===== src/rtl/spi_bus_arbiter_if.sv =====
// spi_bus_arbiter_if: requester handshake and SPI-master control bundle for the arbiter.
// master is the arbiter side; slave is the requesters/SPI-master side.
interface spi_bus_arbiter_if;
    logic [2:0]  req_i;
    logic [2:0]  req_nrw_i;
    logic [23:0] req_len_i;
    logic [2:0]  gnt_o;
    logic [2:0]  done_o;
    logic [2:0]  err_o;
    logic [2:0]  spi_sel_o;
    logic        spi_start_o;
    logic        spi_nrw_o;
    logic [7:0]  spi_len_o;
    logic        spi_done_i;
    logic        bus_idle_o;
    modport master (
        input  req_i, req_nrw_i, req_len_i, spi_done_i,
        output gnt_o, done_o, err_o, spi_sel_o, spi_start_o, spi_nrw_o, spi_len_o, bus_idle_o
    );
    modport slave (
        output req_i, req_nrw_i, req_len_i, spi_done_i,
        input  gnt_o, done_o, err_o, spi_sel_o, spi_start_o, spi_nrw_o, spi_len_o, bus_idle_o
    );
endinterface


===== src/rtl/spi_bus_arbiter.sv =====
// spi_bus_arbiter: round-robin arbiter granting one of three requesters an SPI master,
// with chip-select setup, start pulse, completion/timeout wait and a guard gap.
module spi_bus_arbiter #(
    parameter int unsigned GUARD_CYCLES   = 2,
    parameter int unsigned TIMEOUT_CYCLES = 1024
) (
    input  logic               clk_i,
    input  logic               rst_i,
    spi_bus_arbiter_if.master  bus
);
    typedef enum logic [2:0] {IDLE, SETUP, START, WAIT, GUARD} state_t;
    state_t      state_q, state_d;
    logic [1:0]  last_q, last_d, cur_q, cur_d, p0, p1, win;
    logic        nrw_q, nrw_d;
    logic [7:0]  len_q, len_d, win_len;
    logic [15:0] cnt_q, cnt_d;
    logic [2:0]  done_q, done_d, err_q, err_d, sel;
    // Search order starts just after the last winner; last_q itself is the lowest priority.
    always_comb begin
        p0      = last_q == 2'd2 ? 2'd0 : last_q + 2'd1;
        p1      = p0 == 2'd2 ? 2'd0 : p0 + 2'd1;
        win     = bus.req_i[p0] ? p0 : bus.req_i[p1] ? p1 : last_q;
        win_len = bus.req_len_i[{win, 3'b000} +: 8];
        sel     = (state_q == SETUP || state_q == START || state_q == WAIT) ? 3'b001 << cur_q : 3'b000;
    end
    always_comb begin
        state_d = state_q;
        last_d  = last_q;
        cur_d   = cur_q;
        nrw_d   = nrw_q;
        len_d   = len_q;
        cnt_d   = cnt_q;
        done_d  = '0;
        err_d   = '0;
        case (state_q)
            IDLE: if (|bus.req_i) begin
                last_d = win;
                if (win_len == 8'd0) begin
                    err_d = 3'b001 << win;
                end else begin
                    state_d = SETUP;
                    cur_d   = win;
                    nrw_d   = bus.req_nrw_i[win];
                    len_d   = win_len;
                end
            end
            SETUP: state_d = START;
            START: begin
                state_d = WAIT;
                cnt_d   = '0;
            end
            // Completion takes precedence over a timeout landing in the same cycle.
            WAIT: if (bus.spi_done_i || cnt_q == 16'(TIMEOUT_CYCLES - 1)) begin
                state_d = GUARD;
                cnt_d   = 16'(GUARD_CYCLES - 1);
                done_d  = bus.spi_done_i ? sel : 3'b000;
                err_d   = bus.spi_done_i ? 3'b000 : sel;
            end else begin
                cnt_d = cnt_q + 16'd1;
            end
            GUARD: if (cnt_q == 16'd0) state_d = IDLE;
                   else cnt_d = cnt_q - 16'd1;
            default: state_d = IDLE;
        endcase
    end
    always_ff @(posedge clk_i or posedge rst_i) begin
        if (rst_i) begin
            state_q <= IDLE;
            last_q  <= 2'd2;
            cur_q   <= 2'd0;
            nrw_q   <= 1'b0;
            len_q   <= 8'd0;
            cnt_q   <= 16'd0;
            done_q  <= 3'b000;
            err_q   <= 3'b000;
        end else begin
            state_q <= state_d;
            last_q  <= last_d;
            cur_q   <= cur_d;
            nrw_q   <= nrw_d;
            len_q   <= len_d;
            cnt_q   <= cnt_d;
            done_q  <= done_d;
            err_q   <= err_d;
        end
    end
    assign bus.gnt_o       = sel;
    assign bus.spi_sel_o   = sel;
    assign bus.spi_start_o = state_q == START;
    assign bus.spi_nrw_o   = nrw_q;
    assign bus.spi_len_o   = len_q;
    assign bus.done_o      = done_q;
    assign bus.err_o       = err_q;
    assign bus.bus_idle_o  = state_q == IDLE;
endmodule


===== src/flat_wrapper.sv =====
// flat-port wrapper written by rule: the top's interface ports become plain ports
module spi_bus_arbiter_flat 
#(
    parameter int unsigned GUARD_CYCLES   = 2,
    parameter int unsigned TIMEOUT_CYCLES = 1024
)
  (clk_i, rst_i, bus_req_i, bus_req_nrw_i, bus_req_len_i, bus_spi_done_i, bus_gnt_o, bus_done_o, bus_err_o, bus_spi_sel_o, bus_spi_start_o, bus_spi_nrw_o, bus_spi_len_o, bus_bus_idle_o);
  spi_bus_arbiter_if bus_i ();
  input  logic clk_i;
  input  logic rst_i;
  input wire logic [$bits(bus_i.req_i)-1:0] bus_req_i;
  input wire logic [$bits(bus_i.req_nrw_i)-1:0] bus_req_nrw_i;
  input wire logic [$bits(bus_i.req_len_i)-1:0] bus_req_len_i;
  input wire logic [$bits(bus_i.spi_done_i)-1:0] bus_spi_done_i;
  output wire logic [$bits(bus_i.gnt_o)-1:0] bus_gnt_o;
  output wire logic [$bits(bus_i.done_o)-1:0] bus_done_o;
  output wire logic [$bits(bus_i.err_o)-1:0] bus_err_o;
  output wire logic [$bits(bus_i.spi_sel_o)-1:0] bus_spi_sel_o;
  output wire logic [$bits(bus_i.spi_start_o)-1:0] bus_spi_start_o;
  output wire logic [$bits(bus_i.spi_nrw_o)-1:0] bus_spi_nrw_o;
  output wire logic [$bits(bus_i.spi_len_o)-1:0] bus_spi_len_o;
  output wire logic [$bits(bus_i.bus_idle_o)-1:0] bus_bus_idle_o;
  assign bus_i.req_i = bus_req_i;
  assign bus_i.req_nrw_i = bus_req_nrw_i;
  assign bus_i.req_len_i = bus_req_len_i;
  assign bus_i.spi_done_i = bus_spi_done_i;
  assign bus_gnt_o = bus_i.gnt_o;
  assign bus_done_o = bus_i.done_o;
  assign bus_err_o = bus_i.err_o;
  assign bus_spi_sel_o = bus_i.spi_sel_o;
  assign bus_spi_start_o = bus_i.spi_start_o;
  assign bus_spi_nrw_o = bus_i.spi_nrw_o;
  assign bus_spi_len_o = bus_i.spi_len_o;
  assign bus_bus_idle_o = bus_i.bus_idle_o;
  spi_bus_arbiter #(.GUARD_CYCLES(GUARD_CYCLES), .TIMEOUT_CYCLES(TIMEOUT_CYCLES)) u_core (.clk_i(clk_i), .rst_i(rst_i), .bus(bus_i));
endmodule

===== config.mk =====
export PLATFORM = sky130hd
export DESIGN_NAME = spi_bus_arbiter_flat
export DESIGN_NICKNAME = d
export VERILOG_FILES = /design/src/rtl/spi_bus_arbiter_if.sv /design/src/rtl/spi_bus_arbiter.sv /design/src/flat_wrapper.sv
export SDC_FILE = /design/constraint.sdc
export NUM_CORES = 1
export LEC_CHECK = 0
export CAP_MARGIN = 20
export CORE_MARGIN = 4
export CORE_UTILIZATION = 40
export CTS_CLUSTER_SIZE = 20
export DETAILED_ROUTE_END_ITERATION = 7
export PLACE_DENSITY_LB_ADDON = 0.12
export REMOVE_ABC_BUFFERS = 1
export SLEW_MARGIN = 40
export SYNTH_ARGS = -nofsm -noshare
export SYNTH_HDL_FRONTEND = slang
export SYNTH_SLANG_ARGS = --single-unit

===== constraint.sdc =====
create_clock -name clk_i -period 3.1 [get_ports clk_i]
set_input_delay 0.62 -clock clk_i [delete_from_list [all_inputs] [get_ports clk_i]]
set_output_delay 0.62 -clock clk_i [all_outputs]
set_load 0.005 [all_outputs]

# [Word-level counts from Yosys, hierarchy flattened]
# Cells that the tools add are included.
# W data, S select, Z words.
[word_totals] output_inout_bits=23 in_bits=33 regBits=38 elab_cells=70
[op_classes] mux=27 n_eq_ne=12 reduce_logical=12 bitwise=1 n_shift=3 magnitude_cmp=3 add_sub_neg=4
[op_table] operator="$pmux W16 S3" count=1
[op_table] operator="$mux W3" count=12
[op_table] operator="$mux W16" count=2
[op_table] operator="$shiftx A24 B6 Y8" count=1
[op_table] operator="$add A16 B1 Y16 const B" count=1
[op_table] operator="$eq A16 B10 Y1 const B" count=1
[op_table] operator="$logic_not A16 Y1" count=1
[op_table] operator="$sub A16 B1 Y16 const B" count=1
[op_table] operator="$pmux W3 S5" count=1
[op_table] operator="$lt A2 B3 Y1 const B" count=3
[op_table] operator="$logic_not A8 Y1" count=1
[op_table] operator="$mux W2" count=4
[op_table] operator="$bmux W1 S2" count=3
[op_table] operator="$eq A3 B2 Y1 const B" count=2
[op_table] operator="$ne A2 B2 Y1 const B" count=3
[op_table] operator="$pmux W3 S2" count=1
[op_table] operator="$shl A1 B2 Y3 const A" count=2
[op_table] operator="$add A2 B1 Y2 const B" count=2
[op_table] operator="$eq A2 B2 Y1 const B" count=2
[op_table] operator="$ne A2 B1 Y1 const B" count=2
[op_table] operator="$reduce_and A2 Y1" count=2
[op_table] operator="$reduce_and A4 Y1" count=1
[op_table] operator="$eq A3 B1 Y1 const B" count=1
[op_table] operator="$eq A3 B3 Y1 const B" count=1
[op_table] operator="other kinds (7)" count=11

# [Depth between registers and ports, before layout]
# Gate-level depths: netlist of run 1.
[depth] ltp_word=13 mapped_depth=10 depth_no_buf=8

# [Least setup slack after synthesis of run 1]
# Ideal clock, no wire load.
[synth_path] path_kind="input port to flip-flop" startpoint="input bus_req_i[2]" endpoint="register u_core.cur_q[0]" path_slack_ps=853 setup_time_ps=125 t_required_ps=2975 cell_stages=8 n_path_buf=1 arrival_ps=2122 cell_sequence="nor2b_4 > o21ai_0 > o41ai_2 > a222oi_1 > nand4_1 > o21ai_2 > buf_6 > mux2_4"
[synth_via] elab_chain_len=8 word_cells_on_any_way=11 classes_between="1 x shift; 6 x mux; 1 x bitwise; 3 x reduce/logical"
[synth_rtl] item="start, declared" line_no="flat_wrapper.sv:11" source="input wire logic [$bits(bus_i.req_i)-1:0] bus_req_i;"
[synth_rtl] item="$bmux W1 S2" line_no="spi_bus_arbiter.sv:22" source="win = bus.req_i[p0] ? p0 : bus.req_i[p1] ? p1 : last_q;"
[synth_rtl] item="$mux W1 (implied by the code)" line_no="spi_bus_arbiter.sv:22"
[synth_rtl] item="$mux W2 (2 in series)" line_no="spi_bus_arbiter.sv:22"
[synth_rtl] item="$shiftx A24 B6 Y8" line_no="spi_bus_arbiter.sv:23" source="win_len = bus.req_len_i[{win, 3'b000} +: 8];"
[synth_rtl] item="$logic_not A8 Y1" line_no="spi_bus_arbiter.sv:38" source="if (win_len == 8'd0) begin"
[synth_rtl] item="$not A1 Y1 (no line)"
[synth_rtl] item="$reduce_and A3 Y1 (no line)"
[synth_rtl] item="end signal, assigned" line_no="spi_bus_arbiter.sv:79" source="cur_q <= cur_d;"
[synth_rtl] item="end, declared" line_no="spi_bus_arbiter.sv:13" source="logic [1:0] last_q, last_d, cur_q, cur_d, p0, p1, win;"
# Parallel ways exist; a longest one is shown, timed or not. The select of a mux whose other input is x is not followed.
# A chain may end at the register's enable or synchronous reset.

# [Final worst setup path of run 1]
[layout_path] startpoint="input bus_req_i[2]" endpoint="register u_core.nrw_q (netlist: u_core.bus.spi_nrw_o)"
[layout_via] elab_chain_len=8 word_cells_on_any_way=13 classes_between="1 x shift; 8 x mux; 1 x bitwise; 3 x reduce/logical"
[layout_rtl] item="$bmux W1 S2" line_no="spi_bus_arbiter.sv:22"
[layout_rtl] item="$mux W1 (implied by the code)" line_no="spi_bus_arbiter.sv:22"
[layout_rtl] item="$mux W2 (2 in series)" line_no="spi_bus_arbiter.sv:22"
[layout_rtl] item="$shiftx A24 B6 Y8" line_no="spi_bus_arbiter.sv:23"
[layout_rtl] item="$logic_not A8 Y1" line_no="spi_bus_arbiter.sv:38"
[layout_rtl] item="$not A1 Y1 (no line)"
[layout_rtl] item="$reduce_and A3 Y1 (no line)"
[layout_rtl] item="end signal, assigned" line_no="spi_bus_arbiter.sv:80" source="nrw_q <= nrw_d;"
[layout_rtl] item="end, declared" line_no="spi_bus_arbiter.sv:14" source="logic nrw_q, nrw_d;"
# Parallel ways exist; a longest one is shown, timed or not. The select of a mux whose other input is x is not followed.

==> impl_results.md, run 1 <==
- XOR/XNOR Fraction of Synth Area: 0.0104
- Hold Path End: u_core.bus.spi_len_o[3]
- Flop and latch count out of synthesis: 38
- Cell Area, Synth: 2530 um^2
- Core ar.: 6030 um^2
- Reg2Reg Capture Point: u_core.cnt_q[7]
- Pwr/cell area: 856 nW/um^2
- First-pass GRT wire length: 11700 um
- # setup viols final: 0
- Die H: slightly below 90 um
- Post-synthesis adder-cell area fraction: 0.0149
- Routed WL: roughly 7400 um
- Drt first pass iters: 6
- Number of flops mapped to enable cells by yosys: 0
- Via count: approximately 2.5k
- Post-Synthesis Cells: approximately 300
- Post-Synth Simple-Gate Area: 0.224
- Largest family of logic cells by synthesized area: compound AO/OA/AOI/OAI gates
- Clock sinks: 38
- Worst-case clock buffer depth: 2
- Mean Syn Cell Area: ~8.6 um^2
- Synth Area in Compound Gates: 0.282
- TNS Setup: 0 ns
- Peak VDD IR: approximately 0.00058 V
- Routed length per placed instance: between 15 and 20 um
- Worst-path cell chain: clkdlybuf4s50_1 > nor2b_4 > o21ai_0 > o41ai_2 > a222oi_1 > nand4_1 > o21ai_2 > mux2_2
- Run status: finished clean
- Fmax: around 350 MHz
- Hold Worst Slack: ~0.48 ns
- Hold buffer count at cts: 0
- Antenna viol nets, final: 0
- Die width: slightly below 90 um
- DRT iter0 DRCs: between 300 and 400
- H-tree depth: 2
- Via density: just under 6
- Post-CTS setup buffers: 0
- Min cycle time layout: around 2.8 ns
- Vias in the first global route: around 2.4k
- Register-to-Register Path Depth: 7
- Fin cells: between 400 and 500
- Gr ovfl total: 0
- MaxCap Viol Count: 0
- Ports: 56
- Post-synthesis sequential area ratio: 0.377
- Reg2reg setup slack: about 0.47 ns
- # port buffers: 55
- Synth Flop Type: dfrtp_1
- Synth Warn #: 0
- P_leak: about 1.3 nW
- Hold Path Class: flop to flop
- Placed instance count: 414
- Worst Hold Launch: u_core.bus.spi_len_o[3]
- Slowest CP cell: clkdlybuf4s50_1
- Initial antenna violation count: 0
- Global Route Usage Sum: 0.196
- RSZ-0062 raised after global routing: no
- PnR Total Power: about 0.0028 W
- Worst r2r src: u_core.cnt_q[0]
- Crit Path Category: primary input to flop
- Clk_lat worst skew: 0.30 ns
- Fill cells: ~560
- Setup Skew: around 0.010 ns
- Count of different cell masters after synthesis: 58
- Root buffer cell: clkbuf_8
- Clock slew at reported path FFs: around 0.080 ns
- Initial Util: 0.419
- Mux contribution to synthesized area: 0.0243
- Post-layout util: 0.538
- CP max FO: 8
- Crit path DAT: about 3.0 ns
- Fin. Hold Viols: 0
- Largest net degree at the start of global routing: 39
- CTS tree: yes
- Total CTS buffers: 5
- Worst Tran Pin Value: 0.830 ns
- Ant diodes: 0
- Asr flop ratio synth: 1.00
- Row cnt: 28
- Fin nets: roughly 380
- Slew Limit Headroom: 0.442
- RD Place Congestion: 0.897
- Final period util: 0.914
- Req. time, crit path: 3.28 ns
- Post-DP HPWL: 5340 um
- CP max stage delay: 0.58 ns
- Area growth syn-to-layout: 28.2%
- DRC: 0
- Max Slew Vio Count: 0
- Share of cells above drive strength 1: 0.101
- Crit end category: flop
- Die footprint: approximately 7700 um^2
- Post-CTS sizing: 0
- Type of origin of the critical path: primary input
- WHS Path Cells: 1
==> cell families (layout without fill, tap and decap cells) <==
family,after synthesis,after routing
compound gates,97,97
xor+xnor,3,3
fa+ha+maj,3,3
buf+inv,34,86
flops,38,38
mux,5,5
simple gates,115,115
==> worst max-delay path: cells and delay by family <==
family	cells	cell delay, ns
simple gates	2	0.28
buf+inv	1	0.58
compound gates	4	1.16
mux	1	0.37
==> cell usage after synthesis, drive strengths merged, types with 4 or more instances <==
library cell  number  area, um^2
clkbuf             6        22.5
nor3              16        80.1
o31ai              5        37.5
a21o               8        60.1
a222oi             8        80.1
a32o               5        50.1
o21ai             24         135
a21oi             17        85.1
dfrtp             37         926
nor2b              4        32.5
buf               15         100
nand4              6        37.5
nand2             25        93.8
nand3              9        45.0
a31oi              4        25.0
inv               12        45.0
nor2              35         131
==> sequential cells by signal (all words and copies together), names as in the netlist <==
register and cells:
u_core.cnt_q 16, u_core.last_q 2, u_core.bus.err_o 3, u_core.bus.spi_len_o 8, u_core.cur_q 2, u_core.bus.done_o 3, u_core.bus.spi_nrw_o 1, u_core.state_q 3
==> layout make-up <==
cell class,count,area [um^2],area share
inverters,13,48.8,0.0151
flip-flops and latches,38,952,0.294
repair buffers,65,626,0.193
multi-input cells,223,1400,0.433
well taps,75,93.8,0.0290
clock inverters,1,30.0,0.00927
clock buffers,7,86.3,0.0266
==> where the power goes <==
part / switching [W] / internal [W]
Clock: 0.000189 / 0.000263
Sequential: 0.000200 / 0.000651
Combinational: 0.000790 / 0.000682
==> how the worst max path moves through the flow <==
| stage | start | end | slack, ns | depth (start not counted) |
|---|---|---|---|---|
| finish | bus_req_i[2] | u_core.bus.spi_nrw_o | 0.27 | 8 |
| CTS | bus_req_i[2] | u_core.bus.spi_nrw_o | 0.30 | 8 |
| global route | bus_req_i[2] | u_core.bus.spi_nrw_o | 0.17 | 8 |
| floorplan | u_core.cnt_q[0] | u_core.cnt_q[0] | 0.71 | 6 |
| detailed placement | bus_req_i[2] | u_core.bus.spi_nrw_o | -0.01 | 8 |
| global placement | bus_req_i[2] | u_core.bus.spi_nrw_o | 0.13 | 8 |
==> metal layers <==
| layer | part of all wire | GRT usage | vias up | wire length, um |
|---|---|---|---|---|
| met2 | 0.47 | 0.299 | 93 | 3480 |
| met5 | 0 | 0 | - | 0 |
| met4 | 0.011 | 0.0586 | 0 | 84 |
| li1 | - | - | 1221 | - |
| met1 | 0.46 | 0.279 | 1182 | 3380 |
| met3 | 0.058 | 0.0397 | 6 | 424 |
==> metrics by stage <==
stage	cell area, um^2	setup WS [ns]
finish	3240	0.268
global route	3240	0.174
CTS	3240	0.305
detailed placement	3120	-0.00975
global placement	3120	0.130
floorplan	2400	0.705
==> cell usage in the layout, fill, tap and decap left out, types with 4 or more instances in the layout <==
cell / count
dfrtp_1: 37
a21oi_1: 17
inv_1: 11
nor3_1: 16
a32o_1: 5
a31oi_1: 4
o21ai_0: 17
o31ai_1: 5
nand3_1: 9
o21ai_2: 4
buf_4: 10
a222oi_1: 8
nor2_1: 35
nand4_1: 6
a21o_1: 8
clkbuf_8: 6
nand2_1: 25
clkdlybuf4s50_1: 55
Power figures use the tool's default switching activity.
==> inputs of run 2 (changes only) <==
SLEW_MARGIN = 25   (was 40)
==> results of run 2 <==
No change in the layout: final DEF, timing and power equal those of run 1.
==> inputs of run 3 (changes only) <==
CORE_UTILIZATION = 45   (was 40)
SETUP_SLACK_MARGIN = 0.1   (was unset)
==> impl_results.md, run 3 (synthesis results as in run 1) <==
- Worst Tran Pin Value: between 0.8 and 0.9 ns
- Root buffer cell: clkbuf_8
- Row cnt: 27
- TNS Setup: 0 ns
- Fill cells: roughly 530
- Vias in the first global route: ~2.5k
- Slew Limit Headroom: 0.431
- Fin nets: between 300 and 400
- DRT iter0 DRCs: between 200 and 250
- Die H: 82.9 um
- Drt first pass iters: 5
- CP max FO: 11
- Leading cell types in the layout, fill and taps excluded: clkdlybuf4s50_1, dfrtp_1, nor2_1
- Peak VDD IR: slightly above 0.0005 V
- Global Route Usage Sum: 0.207
- # setup viols final: 0
- CP max stage delay: approximately 0.76 ns
- RD Place Congestion: 0.917
- Max Slew Vio Count: 0
- Ports: 56
- Pwr/cell area: 828 nW/um^2
- Largest Register: u_core.cnt_q
- Routed WL: between 7000 and 8000 um
- CTS tree: yes
- Ant diodes: 0
- Share of cells above drive strength 1: 0.104
- Antenna viol nets, final: 0
- MaxCap Viol Count: 0
- Run status: finished clean
- Initial antenna violation count: 0
- Worst-case clock buffer depth: 2
- Die footprint: between 6000 and 7000 um^2
- Via count: 2501
- Min cycle time layout: about 2.8 ns
- Die width: between 80 and 90 um
- DRC: 0
- Largest net degree at the start of global routing: 39
- Clock slew at reported path FFs: 0.08 ns
- P_leak: about 1.3 nW
- Via density: ~6.0
- Routed length per placed instance: ~17 um
- Crit path DAT: roughly 3 ns
- H-tree depth: 2
- Req. time, crit path: between 3 and 4 ns
- Initial Util: 0.462
- Final period util: 0.907
- Clk_lat worst skew: 0.29 ns
- Placed instance count: between 400 and 500
- Slowest CP cell: a311oi_2
- # port buffers: 55
- Post-DP HPWL: ~5300 um
- Post-layout util: 0.587
- First-pass GRT wire length: around 12000 um
- Critical Path Most Common Cell: buf_4
- Fin cells: between 400 and 500
- Area growth syn-to-layout: 27.2%
- Fmax: about 360 MHz
- Type of origin of the critical path: flop
- Total CTS buffers: 5
- Gr ovfl total: 0
- Hold Worst Slack: between 0.4 and 0.5 ns
- Worst-path cell chain: ha_1 > nand3_1 > nor3_1 > buf_4 > a311oi_2 > buf_4 > nand4_1 > a21oi_1 > nor2_1 > a31oi_1
- Core ar.: between 5000 and 6000 um^2
- Commonest non-fill, non-tap cell in the layout: clkdlybuf4s50_1
- Crit Path Category: flop to flop
- Crit end category: flop
- Fin. Hold Viols: 0
- Max reg flops: 16
- Hold buffer count at cts: 0
- Setup Skew: roughly 0.0083 ns
- PnR Total Power: roughly 0.0027 W
- Hold Path Class: flop to flop
- RSZ-0062 raised after global routing: no
- Clock sinks: 38
## run 3: power by group
group          internal, W  leakage, nW  switching, W
registers         0.000651        0.499      0.000201
clock network     0.000154       0.0373      0.000177
logic             0.000691        0.786      0.000787
total              0.00150         1.32       0.00117
## run 3: worst paths after layout
path                                    startpoint                      end  slack [ns]  cells after the start
hold reg to reg            u_core.bus.spi_len_o[3]  u_core.bus.spi_len_o[3]        0.48                      1
hold / removal             u_core.bus.spi_len_o[3]  u_core.bus.spi_len_o[3]        0.48                      1
setup reg to reg                   u_core.cnt_q[0]          u_core.cnt_q[8]        0.29                     10
setup / recovery                   u_core.cnt_q[0]          u_core.cnt_q[8]        0.29                     10
max in group asynchronous                    rst_i         u_core.last_q[1]        1.99                      3
min in group asynchronous                    rst_i  u_core.bus.spi_len_o[2]        0.75                      3
## run 3: per-stage QoR
stage,setup slack (ns),area [um^2]
floorplan,0.705,2400
global placement,0.140,3130
detailed placement,0.0367,3130
CTS,0.240,3210
global route,0.129,3210
finish,0.288,3210
## run 3: repair_timing
action                                  CTS  global route
resized for setup                         0             1
buffers inserted                          0             0
endpoints found under the setup margin    0             2
## run 3: per-layer routing
layer | up-vias | wire length [um] | global-route usage | share of wire
met4 | 0 | 65 | 0.0446 | 0.0091
met5 | - | 0 | 0 | 0
met3 | 6 | 546 | 0.0546 | 0.077
met1 | 1175 | 2980 | 0.251 | 0.42
met2 | 107 | 3520 | 0.368 | 0.49
li1 | 1213 | - | - | -
## run 3: area by class of cell
cell class                      count  area (um^2)  share of cell area
Timing Repair Buffer               66          633               0.197
Sequential cell                    38          952               0.296
Tap cell                           72         90.1              0.0280
Clock inverter                      1         7.51             0.00234
Clock buffer                        6         72.6              0.0226
Multi-Input combinational cell    223         1410               0.439
Inverter                           13         48.8              0.0152
## run 3: worst max-delay path: cells and delay by family (launching register included)
kind | cells | cell delay (ns)
buf+inv | 2 | 0.44
flops | 1 | 0.51
fa+ha+maj | 1 | 0.29
compound gates | 3 | 1.08
simple gates | 4 | 0.39
